File: config.mk
export PLATFORM = sky130hd
export DESIGN_NAME = gpi_pad_rx_ctrl
export DESIGN_NICKNAME = d
export VERILOG_FILES = /design/src/rtl/gpi_rx_pkg.sv /design/src/rtl/gpi_rx_sync.sv /design/src/rtl/gpi_pad_rx_ctrl.sv
export SDC_FILE = /design/constraint.sdc
export NUM_CORES = 1
export LEC_CHECK = 0
export CORE_AREA = 3 3 40 42
export CTS_CLUSTER_SIZE = 10
export DETAILED_ROUTE_END_ITERATION = 8
export DIE_AREA = 0 0 43 45
export SLEW_MARGIN = 20
export SYNTH_ARGS = -nofsm -noshare
export SYNTH_HDL_FRONTEND = slang
export SYNTH_HIERARCHICAL = 1
export SYNTH_SLANG_ARGS = --single-unit
File: constraint.sdc
create_clock -name CLK_I -period 0.8 [get_ports CLK_I]
set_input_delay 0.08 -clock CLK_I [delete_from_list [all_inputs] [get_ports CLK_I]]
set_output_delay 0.08 -clock CLK_I [all_outputs]
set_load 0.02 [all_outputs]
File: src/rtl/gpi_rx_pkg.sv
// -----------------------------------------------------------------------------
// gpi_rx_pkg
// Shared types and default parameter values for the GPIO pad receive path.
//   irq_mode_e  : interrupt edge selection (off / rising / falling / both)
//   deb_state_e : debounce filter state (STABLE / FILTER)
//   SYNC_STAGES_DEF, DEB_W_DEF : default synchroniser depth and counter width
// -----------------------------------------------------------------------------
package gpi_rx_pkg;

    typedef enum logic [1:0] {
        IRQ_OFF  = 2'b00,
        IRQ_RISE = 2'b01,
        IRQ_FALL = 2'b10,
        IRQ_BOTH = 2'b11
    } irq_mode_e;

    typedef enum logic {
        STABLE = 1'b0,
        FILTER = 1'b1
    } deb_state_e;

    localparam int SYNC_STAGES_DEF = 2;
    localparam int DEB_W_DEF       = 8;

endpackage

File: src/rtl/gpi_rx_sync.sv
// -----------------------------------------------------------------------------
// gpi_rx_sync
// Multi-flop synchroniser that brings the asynchronous pad level into the
// core clock domain. This is the single crossing point of the receive path,
// so CDC constraints are attached to this module.
//   clk_i    : destination clock
//   rst_n_i  : asynchronous active-low reset, chain clears to 0
//   d_i      : asynchronous input level
//   q_o      : synchronised level, SYNC_STAGES cycles later
// SYNC_STAGES legal range is 2..4.
// -----------------------------------------------------------------------------
module gpi_rx_sync #(
    parameter int SYNC_STAGES = 2
) (
    input  logic clk_i,
    input  logic rst_n_i,
    input  logic d_i,
    output logic q_o
);

    logic [SYNC_STAGES-1:0] sync_q;
    logic [SYNC_STAGES-1:0] sync_d;

    assign sync_d = {sync_q[SYNC_STAGES-2:0], d_i};

    // NOTE: sequential state uses non-blocking assignments so every flop
    // samples the pre-edge value of its neighbour; blocking here would
    // collapse the chain into a single flop.
    always_ff @(posedge clk_i or negedge rst_n_i) begin
        if (!rst_n_i) begin
            sync_q <= '0;
        end else begin
            sync_q <= sync_d;
        end
    end

    assign q_o = sync_q[SYNC_STAGES-1];

endmodule

File: src/rtl/gpi_pad_rx_ctrl.sv
// -----------------------------------------------------------------------------
// gpi_pad_rx_ctrl
// Receive-side controller for a general-purpose IO pad. Registers the pad
// input-enable / pull controls, synchronises and debounces the pad level,
// produces one-cycle edge pulses and a sticky interrupt flag.
//
// Ports
//   CLK_I, RSTN_I          : core clock, asynchronous active-low reset
//   PAD_DI_I               : raw asynchronous pad data
//   IE_O / PE_O / PS_O     : registered pad input enable, pull enable, pull select
//   cfg_ie_i/pe_i/ps_i     : requested pad controls
//   deb_len_i              : stable cycles needed before a new level is accepted
//   irq_mode_i             : 00 off, 01 rising, 10 falling, 11 both
//   irq_clr_i              : clears the pending interrupt (a set in the same
//                            cycle wins)
//   data_o                 : filtered pad level
//   rise_o / fall_o        : one-cycle pulses, one cycle after data_o changes
//   irq_o                  : sticky interrupt pending
//
// Build option
//   GPI_RX_DEBOUNCE_EN defined   : debounce FSM and counter present.
//   GPI_RX_DEBOUNCE_EN undefined : data_o follows the synchronised level every
//                                  cycle; deb_len_i is accepted but unused.
// -----------------------------------------------------------------------------
module gpi_pad_rx_ctrl
    import gpi_rx_pkg::*;
#(
    parameter int SYNC_STAGES = SYNC_STAGES_DEF,
    parameter int DEB_W       = DEB_W_DEF
) (
    input  logic             CLK_I,
    input  logic             RSTN_I,
    input  logic             PAD_DI_I,
    output logic             IE_O,
    output logic             PE_O,
    output logic             PS_O,
    input  logic             cfg_ie_i,
    input  logic             cfg_pe_i,
    input  logic             cfg_ps_i,
    input  logic [DEB_W-1:0] deb_len_i,
    input  logic [1:0]       irq_mode_i,
    input  logic             irq_clr_i,
    output logic             data_o,
    output logic             rise_o,
    output logic             fall_o,
    output logic             irq_o
);

    logic      ie_q, pe_q, ps_q;
    logic      sync_in;
    logic      sync_q;
    logic      data_q, data_d;
    logic      data_dly_q;
    logic      rise_q, rise_d;
    logic      fall_q, fall_d;
    logic      irq_q, irq_d;
    logic      irq_set;
    irq_mode_e irq_mode;

    // A disabled pad reads 0, so an undefined pad level never enters the chain.
    assign sync_in = PAD_DI_I & ie_q;

    gpi_rx_sync #(
        .SYNC_STAGES (SYNC_STAGES)
    ) u_sync (
        .clk_i   (CLK_I),
        .rst_n_i (RSTN_I),
        .d_i     (sync_in),
        .q_o     (sync_q)
    );

`ifdef GPI_RX_DEBOUNCE_EN
    localparam logic [DEB_W-1:0] CNT_ONE = DEB_W'(1);

    deb_state_e       state_q, state_d;
    logic [DEB_W-1:0] cnt_q, cnt_d;
    logic             accept;
    logic             len_reached;

    // cnt >= deb_len-1 evaluated one bit wider, so a length shortened below
    // the running count (or to 0) accepts immediately instead of wrapping.
    assign len_reached = ({1'b0, cnt_q} + {{DEB_W{1'b0}}, 1'b1}) >= {1'b0, deb_len_i};

    always_ff @(posedge CLK_I or negedge RSTN_I) begin
        if (!RSTN_I) begin
            state_q <= STABLE;
            cnt_q   <= '0;
        end else begin
            state_q <= state_d;
            cnt_q   <= cnt_d;
        end
    end

    // NOTE: every combinational output is given a default first, so no path
    // leaves it unassigned and no latch is inferred.
    always_comb begin
        state_d = state_q;
        cnt_d   = cnt_q;
        accept  = 1'b0;
        unique case (state_q)
            STABLE: begin
                if (sync_q != data_q) begin
                    cnt_d = CNT_ONE;
                    if (deb_len_i <= CNT_ONE) begin
                        accept = 1'b1;
                    end else begin
                        state_d = FILTER;
                    end
                end
            end
            FILTER: begin
                if (sync_q == data_q) begin
                    // Level returned before the filter expired: glitch dropped.
                    cnt_d   = '0;
                    state_d = STABLE;
                end else if (len_reached) begin
                    accept  = 1'b1;
                    cnt_d   = '0;
                    state_d = STABLE;
                end else begin
                    cnt_d = cnt_q + CNT_ONE;
                end
            end
            default: begin
                state_d = STABLE;
                cnt_d   = '0;
            end
        endcase
    end

    always_comb begin
        data_d = accept ? sync_q : data_q;
    end
`else
    logic unused_deb_len;

    assign unused_deb_len = ^deb_len_i;
    assign data_d         = sync_q;
`endif

    assign irq_mode = irq_mode_e'(irq_mode_i);
    assign rise_d   = data_q & ~data_dly_q;
    assign fall_d   = ~data_q & data_dly_q;
    assign irq_set  = (rise_q && (irq_mode inside {IRQ_RISE, IRQ_BOTH}))
                   || (fall_q && (irq_mode inside {IRQ_FALL, IRQ_BOTH}));
    // Set has priority over clear so an event coinciding with a clear is kept.
    assign irq_d    = irq_set | (irq_q & ~irq_clr_i);

    always_ff @(posedge CLK_I or negedge RSTN_I) begin
        if (!RSTN_I) begin
            ie_q       <= 1'b0;
            pe_q       <= 1'b0;
            ps_q       <= 1'b0;
            data_q     <= 1'b0;
            data_dly_q <= 1'b0;
            rise_q     <= 1'b0;
            fall_q     <= 1'b0;
            irq_q      <= 1'b0;
        end else begin
            ie_q       <= cfg_ie_i;
            pe_q       <= cfg_pe_i;
            ps_q       <= cfg_ps_i;
            data_q     <= data_d;
            data_dly_q <= data_q;
            rise_q     <= rise_d;
            fall_q     <= fall_d;
            irq_q      <= irq_d;
        end
    end

    assign IE_O   = ie_q;
    assign PE_O   = pe_q;
    assign PS_O   = ps_q;
    assign data_o = data_q;
    assign rise_o = rise_q;
    assign fall_o = fall_q;
    assign irq_o  = irq_q;

endmodule

==> results of run 1 <==
## state kept, by name, summed over array words and instances, names as in the netlist
name and cells:
fall_o 1, data_o 1, PE_O 1, rise_o 1, PS_O 1, irq_o 1, IE_O 1, data_dly_q 1
u_sync/sync_q 2
## kinds of logic after synthesis
group	after synthesis	synth area share
simple gates	3	0.0658
flops	10	0.877
compound gates	2	0.0439
buf+inv	1	0.0131
## metrics by stage
stage	instances	power, µW	utilization	area [µm²]	hold slack (ns)
after global placement	47	697	0.370	475	0.336
after detailed placement	47	702	0.370	475	0.339
after CTS	53	1170	0.417	536	0.129
after floorplan	16	594	-	287	-0.216
final	53	1150	0.421	541	0.134
after global routing	53	1210	0.421	541	0.135
## power by group
part | internal, µW | total (µW) | switching (µW)
clock network | 276 | 443 | 167
logic | 97.2 | 157 | 59.8
registers | 535 | 551 | 16.5
## cell usage in the layout (no fill, tap or decap)
cell type and n:
inv_1 1, buf_4 2, nor2b_1 2, and2_1 1
dfrtp_2 1, buf_6 7, buf_12 1, a22oi_2 1
dfrtp_1 9, clkbuf_4 3, clkbuf_8 1, o21ai_1 1
clkdlybuf4s50_1 8
## worst max-delay path by stage
stage | start | end | slack, ns | cells past startpoint
global placement | data_o | data_o | -0.24 | 1
finish | fall_o | fall_o | -0.07 | 1
detailed placement | data_o | data_o | -0.28 | 1
floorplan | rise_o | irq_o | 0.01 | 2
global route | rise_o | irq_o | -0.11 | 3
CTS | rise_o | irq_o | -0.09 | 3
## metal layers
metal	up-vias	track usage	wire, µm
li1	94	-	-
met1	102	0.0707	209
met2	14	0.147	316
met3	0	0.0359	77
met4	0	0.0723	0
met5	-	0	0
## final cells by class
class                      count  area share
clock buffer                   4      0.0671
inverter                       1     0.00694
multi-input combinational      5      0.0671
sequential                    10       0.465
tap                           15      0.0347
timing repair buffer          18       0.359
## repair_timing
| action | in CTS | in global routing |
|---|---|---|
| setup endpoints to repair | 7 | 9 |
| resized for setup | 42 | 1 |
| setup buffers | 2 | 0 |
| cloned | 0 | 0 |
==> metrics, run 1 <==
status=finished with violations; failing checks=setup timing; die area=approximately 0.0019 mm²; CP max-delay cell=dfrtp_1; area of the multi-input gates=between 30 and 40 µm²; Die Ht=45 µm; Initial DRC Count=2; Netlist cell types=6; pwr/cell area=approximately 2100 mW/mm²; critical path buffer and inverter count=1; largest fanout on the critical path=2; placed wire-length estimate=roughly 450 µm; crit start category=register; # rows=13; fin crit share=1.09; CTS tree=yes; die width=around 43 µm; input/output buffers=15; leading area contributor after synthesis=dfrtp_1; leak pwr=0.000254 µW; HP Class=primary input to async pin; vias in the first global route=between 200 and 300; crit path DAT=roughly 0.79 ns; post-layout minimum cycle time=approximately 0.87 ns; clock tree buffer depth=2; number of max-cap violations=0; CTS Buf Count=3; largest net degree at the start of global routing=11; Antenna Cells=0; Least-Margin Pin Slew=0.119 ns; Post-Synthesis Cells=16; CP Cell Sequence=buf_6; max-slew violation count=0; CTS root buf=clkbuf_4; Yosys reg bits=10; io pins=24; starting density of the core=0.222; Synth Net Count=33; CTS clock-pin slew for the worst setup and hold paths=about 0.07 ns; GRT Total Usage=0.0829; ys flop type=dfrtp_1; Critical R2R Capture=irq_o; RSZ-0062 raised after global routing=yes; Slew HR=0.921; DRC violation count after routing=0; most frequent cell after synthesis=dfrtp_1; WL final=about 600 µm; YS warnings=6; setup violators final=8; core area=roughly 0.0013 mm²; # fillers=roughly 120; ranking of synthesized cells by area=dfrtp_1 (88%), nor2b_1 (4.4%), a22oi_1 (2.6%), and2_1 (2.2%), o21ai_1 (1.8%); CP endpoint kind=output pin; Mapped Avg Cell Area=around 18 µm²; Crit Path Class=register to output pin; register area share after synthesis=0.877; antenna-violating nets left=0; router iterations before antenna repair=2; Via density=3.96; FMAX=1.14 GHz; Worst path max stage delay=0.40 ns; Fin. Hold Viols=0; Placement Setup Slack=-0.277 ns; Reg2Reg Depth=3; Vias=210; first-pass GRT wire length=approximately 1100 µm; Worst Path Required=roughly 0.72 ns; delay-heaviest family, CP=flip-flops; RR Startpoint=rise_o; H-tree level count=1; EDFF count, synth=0; Post-CTS Hold Fix Bufs=0; gr ovfl total=0; Peak VDD IR=798 µV; RePlAce Congestion=about 0.75; Async SR Flop Fraction=1.00; worst skew pair latency=0.26 ns; CTS Sinks=10; Seq. cell area=about 250 µm²; Yosys top cell area share=0.877; Setup Skew=0.00155 ns; reg2reg setup slack=-0.07 ns; DR WL/cell=roughly 11 µm; total negative setup slack=-0.483 ns; synthesis-to-finish area growth=89.5%; final worst-path setup slack=-0.0745 ns; Nets=56; fraction of layout cells with a size suffix above 1=0.421; initial antenna violation count=0; Post-synth top cells=dfrtp_1 (10), nor2b_1 (2); area of the mapped netlist=roughly 290 µm²
No activity file was read; power rests on OpenSTA's default activity.
==> inputs of run 2 (changes only) <==
--- a/config.mk
+++ b/config.mk
@@ -9,6 +9,7 @@
 export CTS_CLUSTER_SIZE = 10
 export DETAILED_ROUTE_END_ITERATION = 8
 export DIE_AREA = 0 0 43 45
+export GPL_TIMING_DRIVEN = 0
 export SLEW_MARGIN = 20
 export SYNTH_ARGS = -nofsm -noshare
 export SYNTH_HDL_FRONTEND = slang
==> run 2 against run 1 <==
  * The run still ends with setup timing left
  * Sequential power barely moved
  * Via count fell by 6.7%
  * Clock skew fell by 0.0014 ns
  * Cell count did not move
  * Utilization fell by 1.4 points
  * Power fell by 1.5%
  * Highest routed layer unchanged
==> metrics, run 2 (synthesis gave the netlist of run 1 again) <==
H-tree level count=1; antenna-violating nets left=0; # rows=13; synthesis-to-finish area growth=83.3%; area of the multi-input gates=31.3 µm²; setup violators final=8; CTS root buf=clkbuf_4; Worst Path Required=a little over 0.7 ns; RePlAce Congestion=between 0.7 and 0.8; HP Class=primary input to async pin; DRC violation count after routing=0; die width=about 43 µm; status=finished with violations; Seq. cell area=roughly 250 µm²; CTS Sinks=10; input/output buffers=15; crit start category=register; gr ovfl total=0; fraction of layout cells with a size suffix above 1=0.395; DR WL/cell=9.53 µm; post-route design area=between 500 and 600 µm²; failing checks=setup timing; most common cell after layout, fill and taps aside=dfrtp_1; Crit Path Class=register to output pin; Die Ht=~45 µm; io pins=24; Slew HR=0.728; fin crit share=1.09; CTS Buf Count=3; # fillers=about 120; clock tree buffer depth=2; worst skew pair latency=~0.25 ns; leak pwr=between 0.0002 and 0.00025 µW; Antenna Cells=0; Vias=between 150 and 200; die area=roughly 0.0019 mm²; core area=0.00128 mm²; RSZ-0062 raised after global routing=yes; FMAX=roughly 1.1 GHz; pwr/cell area=approximately 2200 mW/mm²; Setup Skew=0.000172 ns; Initial DRC Count=1; number of max-cap violations=0; Via density=about 3.7; Fin Hold WS=roughly 0.12 ns; starting density of the core=0.222; CP endpoint kind=output pin; GRT Total Usage=0.0669; Worst path max stage delay=approximately 0.41 ns; post-layout minimum cycle time=just under 0.9 ns; vias in the first global route=234; largest fanout on the critical path=2; Least-Margin Pin Slew=0.407 ns; Biggest register=u_sync/sync_q; post-place instance area=455 µm²; Non-Filler Instances=53; largest net degree at the start of global routing=11; placed wire-length estimate=393 µm; crit path DAT=0.79 ns; final worst-path setup slack=-0.0697 ns; first-pass GRT wire length=890 µm; Peak VDD IR=between 800 and 900 µV; CP max-delay cell=dfrtp_2; CTS clock-pin slew for the worst setup and hold paths=~0.06 ns; critical path buffer and inverter count=1; CTS tree=yes; delay-heaviest family, CP=flip-flops; initial antenna violation count=0; CP Cell Sequence=buf_6; Nets=56; max-slew violation count=0; router iterations before antenna repair=2; Fin. Hold Viols=0; commonest non-fill, non-tap cells in the layout=dfrtp_1 (9), clkdlybuf4s50_1 (8), buf_6 (7); max reg flops=2; WL final=505 µm; cell total after placement=46
-- run 2: cell counts in the layout (fill, tap and decap cells not counted) --
No cell type changed its count.
-- run 2: power breakdown --
part / switching, µW / internal [µW] / leakage (µW)
Sequential: 15.3 / 535 / 0.000124
Clock: 158 / 276 / 0.0000210
Combinational: 57.1 / 92.8 / 0.000104
Total: 230 / 903 / 0.000249
-- run 2: metrics by stage --
stage | TNS, ns | power [µW] | util | setup WS, ns
after floorplan | 0 | 594 | - | 0.00960
after global placement | -1.48 | 685 | 0.354 | -0.252
after detailed placement | -1.54 | 689 | 0.354 | -0.267
after CTS | -0.532 | 1150 | 0.402 | -0.0835
after global routing | -0.680 | 1190 | 0.407 | -0.108
final | -0.412 | 1130 | 0.407 | -0.0697
-- run 2: what timing repair did --
action,in CTS,in global routing
resized for setup,40,2
pin swaps,0,0
buffers inserted,3,0
endpoints found under the hold margin,0,0
cloned,0,0
hold buffers,0,0
setup endpoints to repair,7,8
-- run 2: metal layers --
layer	vias up	wire length [µm]	GRT usage
met3	0	65	0.0359
met4	0	0	0.0542
li1	93	-	-
met2	14	251	0.105
met1	89	188	0.0658
met5	-	0	0
-- run 2: path summary, 6_finish.rpt --
kind	startpoint	end	slack (ns)	cells after the start
hold reg to reg	u_sync/sync_q[1]	data_o	0.35	0
hold / removal	RSTN_I	irq_o	0.12	1
max in group asynchronous	RSTN_I	rise_o	0.37	1
setup / recovery	rise_o	rise_o	-0.07	1
min in group CLK_I	cfg_pe_i	PE_O	0.26	1
setup reg to reg	fall_o	irq_o	-0.04	3
-- run 2: layout make-up --
class | instances | share of cell area
Clock buffer | 4 | 0.0694
Inverter | 1 | 0.00718
Multi-Input combinational cell | 5 | 0.0598
Sequential cell | 10 | 0.481
Tap cell | 15 | 0.0359
Timing Repair Buffer | 18 | 0.347
